==> config.mk <==
export PLATFORM = sky130hd
export DESIGN_NAME = mem8x8_arbiter
export DESIGN_NICKNAME = d
export VERILOG_FILES = /design/src/rtl/mem8x8_arbiter.sv
export SDC_FILE = /design/constraint.sdc
export NUM_CORES = 1
export LEC_CHECK = 0
export ABC_AREA = 1
export BUFFER_PORTS_ARGS = -buffer_cell sky130_fd_sc_hd__buf_2
export CAP_MARGIN = 25
export CORE_ASPECT_RATIO = 1.2
export CORE_MARGIN = 3
export CORE_UTILIZATION = 51
export CTS_BUF_LIST = sky130_fd_sc_hd__clkbuf_8
export DETAILED_ROUTE_END_ITERATION = 10
export PLACE_DENSITY = 0.91
export SETUP_SLACK_MARGIN = 0.3
export SYNTH_ARGS = -nofsm -noshare
export SYNTH_HDL_FRONTEND = slang
export SYNTH_SLANG_ARGS = --single-unit
==> constraint.sdc <==
create_clock -name clkPE -period 2.8 [get_ports clkPE]
set_clock_uncertainty 0.05 [all_clocks]
set_input_delay 0.28 -clock clkPE [delete_from_list [all_inputs] [get_ports clkPE]]
set_output_delay 0.28 -clock clkPE [all_outputs]
set_load 0.01 [all_outputs]
==> src/rtl/mem8x8_arbiter.sv <==
// mem8x8_arbiter: two-requester access controller for the 8x8 memory array.
// Arbitrates req/ack requesters, latches the winner and sequences one
// ISSUE/WAIT/DONE memory access per grant.
// Define MEM8X8_ARB_FIXED_PRIO_EN for fixed priority (requester 0 wins ties);
// the default build uses round-robin arbitration.
module mem8x8_arbiter #(
  parameter int unsigned AW = 3,
  parameter int unsigned DW = 8
) (
  input  logic                 clkPE,
  input  logic                 reset,
  input  logic [1:0]           req,
  input  logic [1:0]           wr,
  input  logic [AW-1:0]        addr0,
  input  logic [AW-1:0]        addr1,
  input  logic [DW-1:0]        wdata0,
  input  logic [DW-1:0]        wdata1,
  output logic [1:0]           ack,
  output logic [DW-1:0]        rdata,
  output logic                 busy,
  output logic [(1<<AW)-1:0]   mem_sel,
  output logic                 mem_op,
  output logic [DW-1:0]        mem_wdata,
  input  logic [DW-1:0]        mem_rdata
);

  localparam int unsigned NR = 1 << AW;

  typedef enum logic [1:0] {StIdle, StIssue, StWait, StDone} state_e;

  state_e          state_q, state_d;
  logic            gnt_q;
  logic            op_q;
  logic [AW-1:0]   addr_q;
  logic [DW-1:0]   wdata_q;
  logic [DW-1:0]   rdata_q;
  logic            busy_q;
  logic            win;
  logic            take;

`ifndef MEM8X8_ARB_FIXED_PRIO_EN
  logic            last_q;
`endif

  // Winner selection among currently requesting ports.
  always_comb begin
    win = 1'b0;
    case (req)
      2'b10:   win = 1'b1;
`ifdef MEM8X8_ARB_FIXED_PRIO_EN
      2'b11:   win = 1'b0;
`else
      2'b11:   win = ~last_q;
`endif
      default: win = 1'b0;
    endcase
  end

  assign take = (state_q == StIdle) && (|req);

  // Next-state logic for the access sequence.
  always_comb begin
    state_d = state_q;
    unique case (state_q)
      StIdle:  if (|req) state_d = StIssue;
      StIssue: state_d = StWait;
      StWait:  state_d = StDone;
      StDone:  state_d = StIdle;
      default: state_d = StIdle;
    endcase
  end

  // State register.
  always_ff @(posedge clkPE or posedge reset) begin
    if (reset) state_q <= StIdle;
    else        state_q <= state_d;
  end

  // Latch the winning request; these also drive mem_op/mem_wdata between accesses.
  always_ff @(posedge clkPE or posedge reset) begin
    if (reset) begin
      gnt_q   <= 1'b0;
      op_q    <= 1'b0;
      addr_q  <= '0;
      wdata_q <= '0;
    end else if (take) begin
      gnt_q   <= win;
      op_q    <= wr[win];
      addr_q  <= win ? addr1 : addr0;
      wdata_q <= win ? wdata1 : wdata0;
    end
  end

  // Capture array read data at the end of WAIT; writes leave rdata unchanged.
  always_ff @(posedge clkPE or posedge reset) begin
    if (reset)                             rdata_q <= '0;
    else if (state_q == StWait && !op_q)   rdata_q <= mem_rdata;
  end

`ifndef MEM8X8_ARB_FIXED_PRIO_EN
  // Last-served pointer; starts at 1 so requester 0 wins the first tie.
  always_ff @(posedge clkPE or posedge reset) begin
    if (reset)                  last_q <= 1'b1;
    else if (state_q == StDone) last_q <= gnt_q;
  end
`endif

  // Busy flag registered from the next state so it tracks state exactly.
  always_ff @(posedge clkPE or posedge reset) begin
    if (reset) busy_q <= 1'b0;
    else       busy_q <= (state_d != StIdle);
  end

  // Array-facing and handshake outputs decoded from the current state.
  always_comb begin
    mem_sel = '0;
    ack     = 2'b00;
    if (state_q == StIssue) mem_sel = {{(NR-1){1'b0}}, 1'b1} << addr_q;
    if (state_q == StDone)  ack = gnt_q ? 2'b10 : 2'b01;
  end

  assign mem_op    = op_q;
  assign mem_wdata = wdata_q;
  assign rdata     = rdata_q;
  assign busy      = busy_q;

endmodule

# Word level (Yosys, flattened, before mapping)
# Cells that the tools add are included.
# word_totals
regBits,25
in_bits,36
output_inout_bits,28
word_cells,32
# op_classes
eq_ne,5
magnitude_cmp,1
n_shift,1
bitwise_logic,1
reduce_logical,6
muxes,10
# ops
op,count
$mux 8,2
$eq 2x2->1 const B,4
$pmux 2 s4,1
$shl 1x3->8 const A,1
$mux 2,3
$mux 3,1
$eq 2x1->1 const B,1
$logic_and 1x1->1,2
$logic_not 2->1,1
$lt 1x2->1 const B,1
$mux 1,2
$pmux 1 s2,1
$reduce_bool 2->1,1
$reduce_or 2->1,1
$logic_not 1->1,1
$not 1->1,1

# Longest topological paths before layout
# logic_depth
ltp_word,4
ltp_mapped,8
ltp_nobuf,6

# Worst setup path before layout
# Ideal clock, no wire load.
# synth_path
path_type,register -> register
startpoint,reg state_q[0]
endpoint,reg rdata_q[6] (netlist: rdata[6])
path_slack_ps,1404
synth_period_minus_slack_ps,1396
path_buffers,2
required_ps,2632
arrival_ps,1229
setup_time_ps,118
path_stages_with_launch,9
cell_sequence,dfrtp_1 -> inv_1 -> ha_1 -> inv_1 -> or2_1 -> clkbuf_2 -> buf_6 -> nand2_1 -> o21ai_2
# synth_via
elab_chain_cells,2
# synth_rtl
element,line,source
from (decl),31,"state_e state_q, state_d;"
from (signal assigned),75,if (reset) state_q <= StIdle;
from (signal assigned),76,else state_q <= state_d;
$eq 2x2->1,97,else if (state_q == StWait && !op_q) rdata_q <= mem_rdata;
$logic_and 1x1->1,97,
to (signal assigned),97,
to (decl),36,logic [DW-1:0] rdata_q;
# Every way passes these cells.
# A chain may end at the register's enable or synchronous reset.

# Final worst setup path
# layout_path
startpoint,reg last_q
endpoint,reg addr_q[0]
# layout_via
elab_chain_cells,3
# layout_rtl
element,line,source
from (decl),42,logic last_q;
from (signal assigned),104,else if (state_q == StDone) last_q <= gnt_q;
$not 1->1,53,2'b11: win = ~last_q;
$pmux 1 s2,48,case (req)
$mux 3,89,addr_q <= win ? addr1 : addr0;
to (signal assigned),89,
to (decl),34,logic [AW-1:0] addr_q;
# Every way passes these cells.

==> results_dict.tcl <==
set metrics [dict create \
    reg2reg_from "last_q" \
    critical_path.endpoint_type "flop" \
    cp_slowest_cell "sky130_fd_sc_hd__dfstp_2" \
    min-delay-path-class "in2async" \
    synthToLayoutAreaGrowth_pct 25.8 \
    ff2ff_path_depth 5 \
    period_minus_slack_ns 1.69 \
    design.die.area_um2 3340 \
    route.detailed.wl_per_inst_um 11.0 \
    core_region_area_um2 2420 \
    path_clk_slew_ns 0.08 \
    grt_start_max_net_pins 26 \
    yosys_warnings 0 \
    worstSkewPairLatency_ns 0.26 \
    critical_path.reg2reg.endpoint "addr_q[0]" \
    crit_fanout 13 \
    worstPathRequired_ns 2.91 \
    ioPinCount 64 \
    critical_path.startpoint_type "flop" \
    totalWireLength_mm 3.03 \
    global_route.usage.total_pct 19.8 \
    drc 0 \
    drtAntennaViolNets 0 \
    timing.critical_path.mode_cell "sky130_fd_sc_hd__nand2_1" \
    grt_pass1_vias 1216 \
    run_status "completed" \
    maxClockFrequency_mhz 592 \
    cts.path.max_buffers 2 \
    synthesis.area_per_instance_um2 7.39 \
    grt.busiest_layer "met2" \
    crit_path_max_incr_delay_ns 0.54 \
    finalNetCount 286 \
    tritoncts "built" \
    clock_sink_count 25 \
    grt.overflow.total 0 \
    final-setup-viol-count 0 \
    grt_setup_unrepaired "no" \
    detail_route.first_pass.iterations 4 \
    viasPerCell 4.66 \
    worst-slew-pin-transition_ns 0.918 \
    postSynthRegisterBits 25 \
    cts.htree.levels 1 \
    synthesis.nets 225 \
    grt_pass1_wl_mm 5.09 \
    synth.distinct_cells 16 \
    cts-resized-gates 0 \
    cap_violations 0 \
    crit_type "reg2reg" \
    worst-endpoint-arrival_ns 1.80 \
    mappedNetlistArea_um2 1370 \
    timing.final.crit_share_pct 60.3 \
    worst_path_cell_trace "nand2_1, nand2_1, nand2_1, nand3_1, nand2_1" \
    total_setup_buffers_inserted_after_cts 0 \
    dp.final_hpwl_mm 2.38 \
    finish.utilization_pct 70.9 \
    groute.layer.met2.usage_pct 34.0 \
    port_buffers 63 \
    num-fill-cells 223 \
    setup-tns-final_ns 0 \
    use_met1_pct 23.6 \
    root_buffer "sky130_fd_sc_hd__clkbuf_8" \
    global_route.usage.met3_pct 1.91 \
    reg2reg_setup_slack_ns 1.11 \
    fp-row-count 19 \
    gate_count_after_technology_mapping 185 \
    p_leak_nw 1.10 \
    gpl.final_weighted_congestion 0.739 \
    power.density_nw_per_um2 972 \
    timing.final.hold_violations 0 \
    chipWidth_um 53.3 \
    timing.slew.headroom_pct 38.8 \
    antenna_found_initial 0 \
    fp.dieH_um 62.7 \
    dr_total_vias 1285 \
    vdd_ir_drop_max_mv 0.606 \
    post_cts_hold_buffer_count 0 \
    share_of_post_route_cells_with_drive_strength_above_1_pct 31.4 \
    final-max-slew-violation-count 0 \
    antenna_cells_inserted 0 \
    drt_iter0_drc 31 \
    synth-seq-area-share_pct 45.9 \
    tritoncts.num_buffers 3 \
    floorplan.initialDensity_pct 56.3 \
]
[cell families (layout without fill, tap and decap cells)]
kind of cell / after synthesis / after routing / synth area share, %
AND/OR/NAND/NOR: 95 / 95 / 28.8
buffers and inverters: 50 / 110 / 15.2
flip-flops: 25 / 25 / 45.9
AO/OA/AOI/OAI: 11 / 11 / 6.50
adder cells (fa/ha/maj): 4 / 4 / 3.66
[cell usage after synthesis]
library cell	n	area share, %
sky130_fd_sc_hd__nor2_2	1	0.46
sky130_fd_sc_hd__o21ai_1	1	0.37
sky130_fd_sc_hd__a21oi_1	1	0.37
sky130_fd_sc_hd__or2_1	1	0.46
sky130_fd_sc_hd__clkbuf_2	1	0.37
sky130_fd_sc_hd__nor2_1	11	3.0
sky130_fd_sc_hd__buf_4	2	1.1
sky130_fd_sc_hd__buf_2	3	1.1
sky130_fd_sc_hd__dfstp_2	1	1.9
sky130_fd_sc_hd__nand2_1	57	16
sky130_fd_sc_hd__o21ai_2	9	5.8
sky130_fd_sc_hd__dfrtp_1	24	44
sky130_fd_sc_hd__inv_1	43	12
sky130_fd_sc_hd__nand3_1	25	9.2
sky130_fd_sc_hd__buf_6	1	0.82
sky130_fd_sc_hd__ha_1	4	3.7
[critical path: cells and delay by family, from the launching register on]
kind             cells  cell delay, ns
AND/OR/NAND/NOR      5            1.00
flip-flops           1            0.54
[flip-flops by register name, summed over array words and instances (netlist names)]
name,flops
rdata,8
mem_wdata,8
busy,1
mem_op,1
state_q,2
last_q,1
addr_q,3
gnt_q,1
[metal layers]
metal / vias up / routed length, µm
met1: 575 / 1200
met3: 6 / 132
met2: 40 / 1630
li1: 664 / -
met5: - / 0
met4: 0 / 68
[per-stage QoR]
step / hold slack (ns) / std cells / power, mW / instance area [µm²] / setup slack (ns)
6_report: 0.151 / 276 / 1.67 / 1720 / 1.11
5_1_grt: 0.209 / 276 / 1.83 / 1720 / 0.993
4_1_cts: 0.194 / 276 / 1.69 / 1720 / 1.12
3_5_place_dp: 0.411 / 272 / 1.48 / 1670 / 1.13
3_3_place_gp: 0.405 / 272 / 1.44 / 1670 / 1.20
2_1_floorplan: 0.257 / 185 / 1.22 / 1370 / 1.40
[cell type report]
cell class | count | area [µm²] | share of cell area (%)
clock buffer | 3 | 41.3 | 2.40
clock inverter | 1 | 3.75 | 0.218
inverter | 43 | 161 | 9.39
multi-input combinational | 110 | 532 | 30.9
sequential | 25 | 627 | 36.5
tap | 31 | 38.8 | 2.26
timing repair buffer | 63 | 315 | 18.3
[worst max path at each step]
stage	depth (start not counted)	end	start
6_report	5	addr_q[0]	last_q
5_1_grt	5	addr_q[0]	last_q
4_1_cts	5	addr_q[0]	last_q
3_5_place_dp	5	addr_q[0]	last_q
3_3_place_gp	5	mem_wdata[7]	last_q
2_1_floorplan	8	rdata[6]	state_q[0]
[layout by cell type, fill, tap and decap left out, drive strengths merged]
cell type / n
a21oi: 1
buf: 63
clkbuf: 3
dfrtp: 24
dfstp: 1
ha: 4
inv: 44
nand2: 57
nand3: 25
nor2: 12
o21ai: 10
or2: 1
[report_power, final]
group / internal [mW] / switching [mW]
Clock: 0.0980 / 0.110
Combinational: 0.311 / 0.494
Sequential: 0.549 / 0.109
Total: 0.958 / 0.713
No activity file was read; power rests on OpenSTA's default activity.
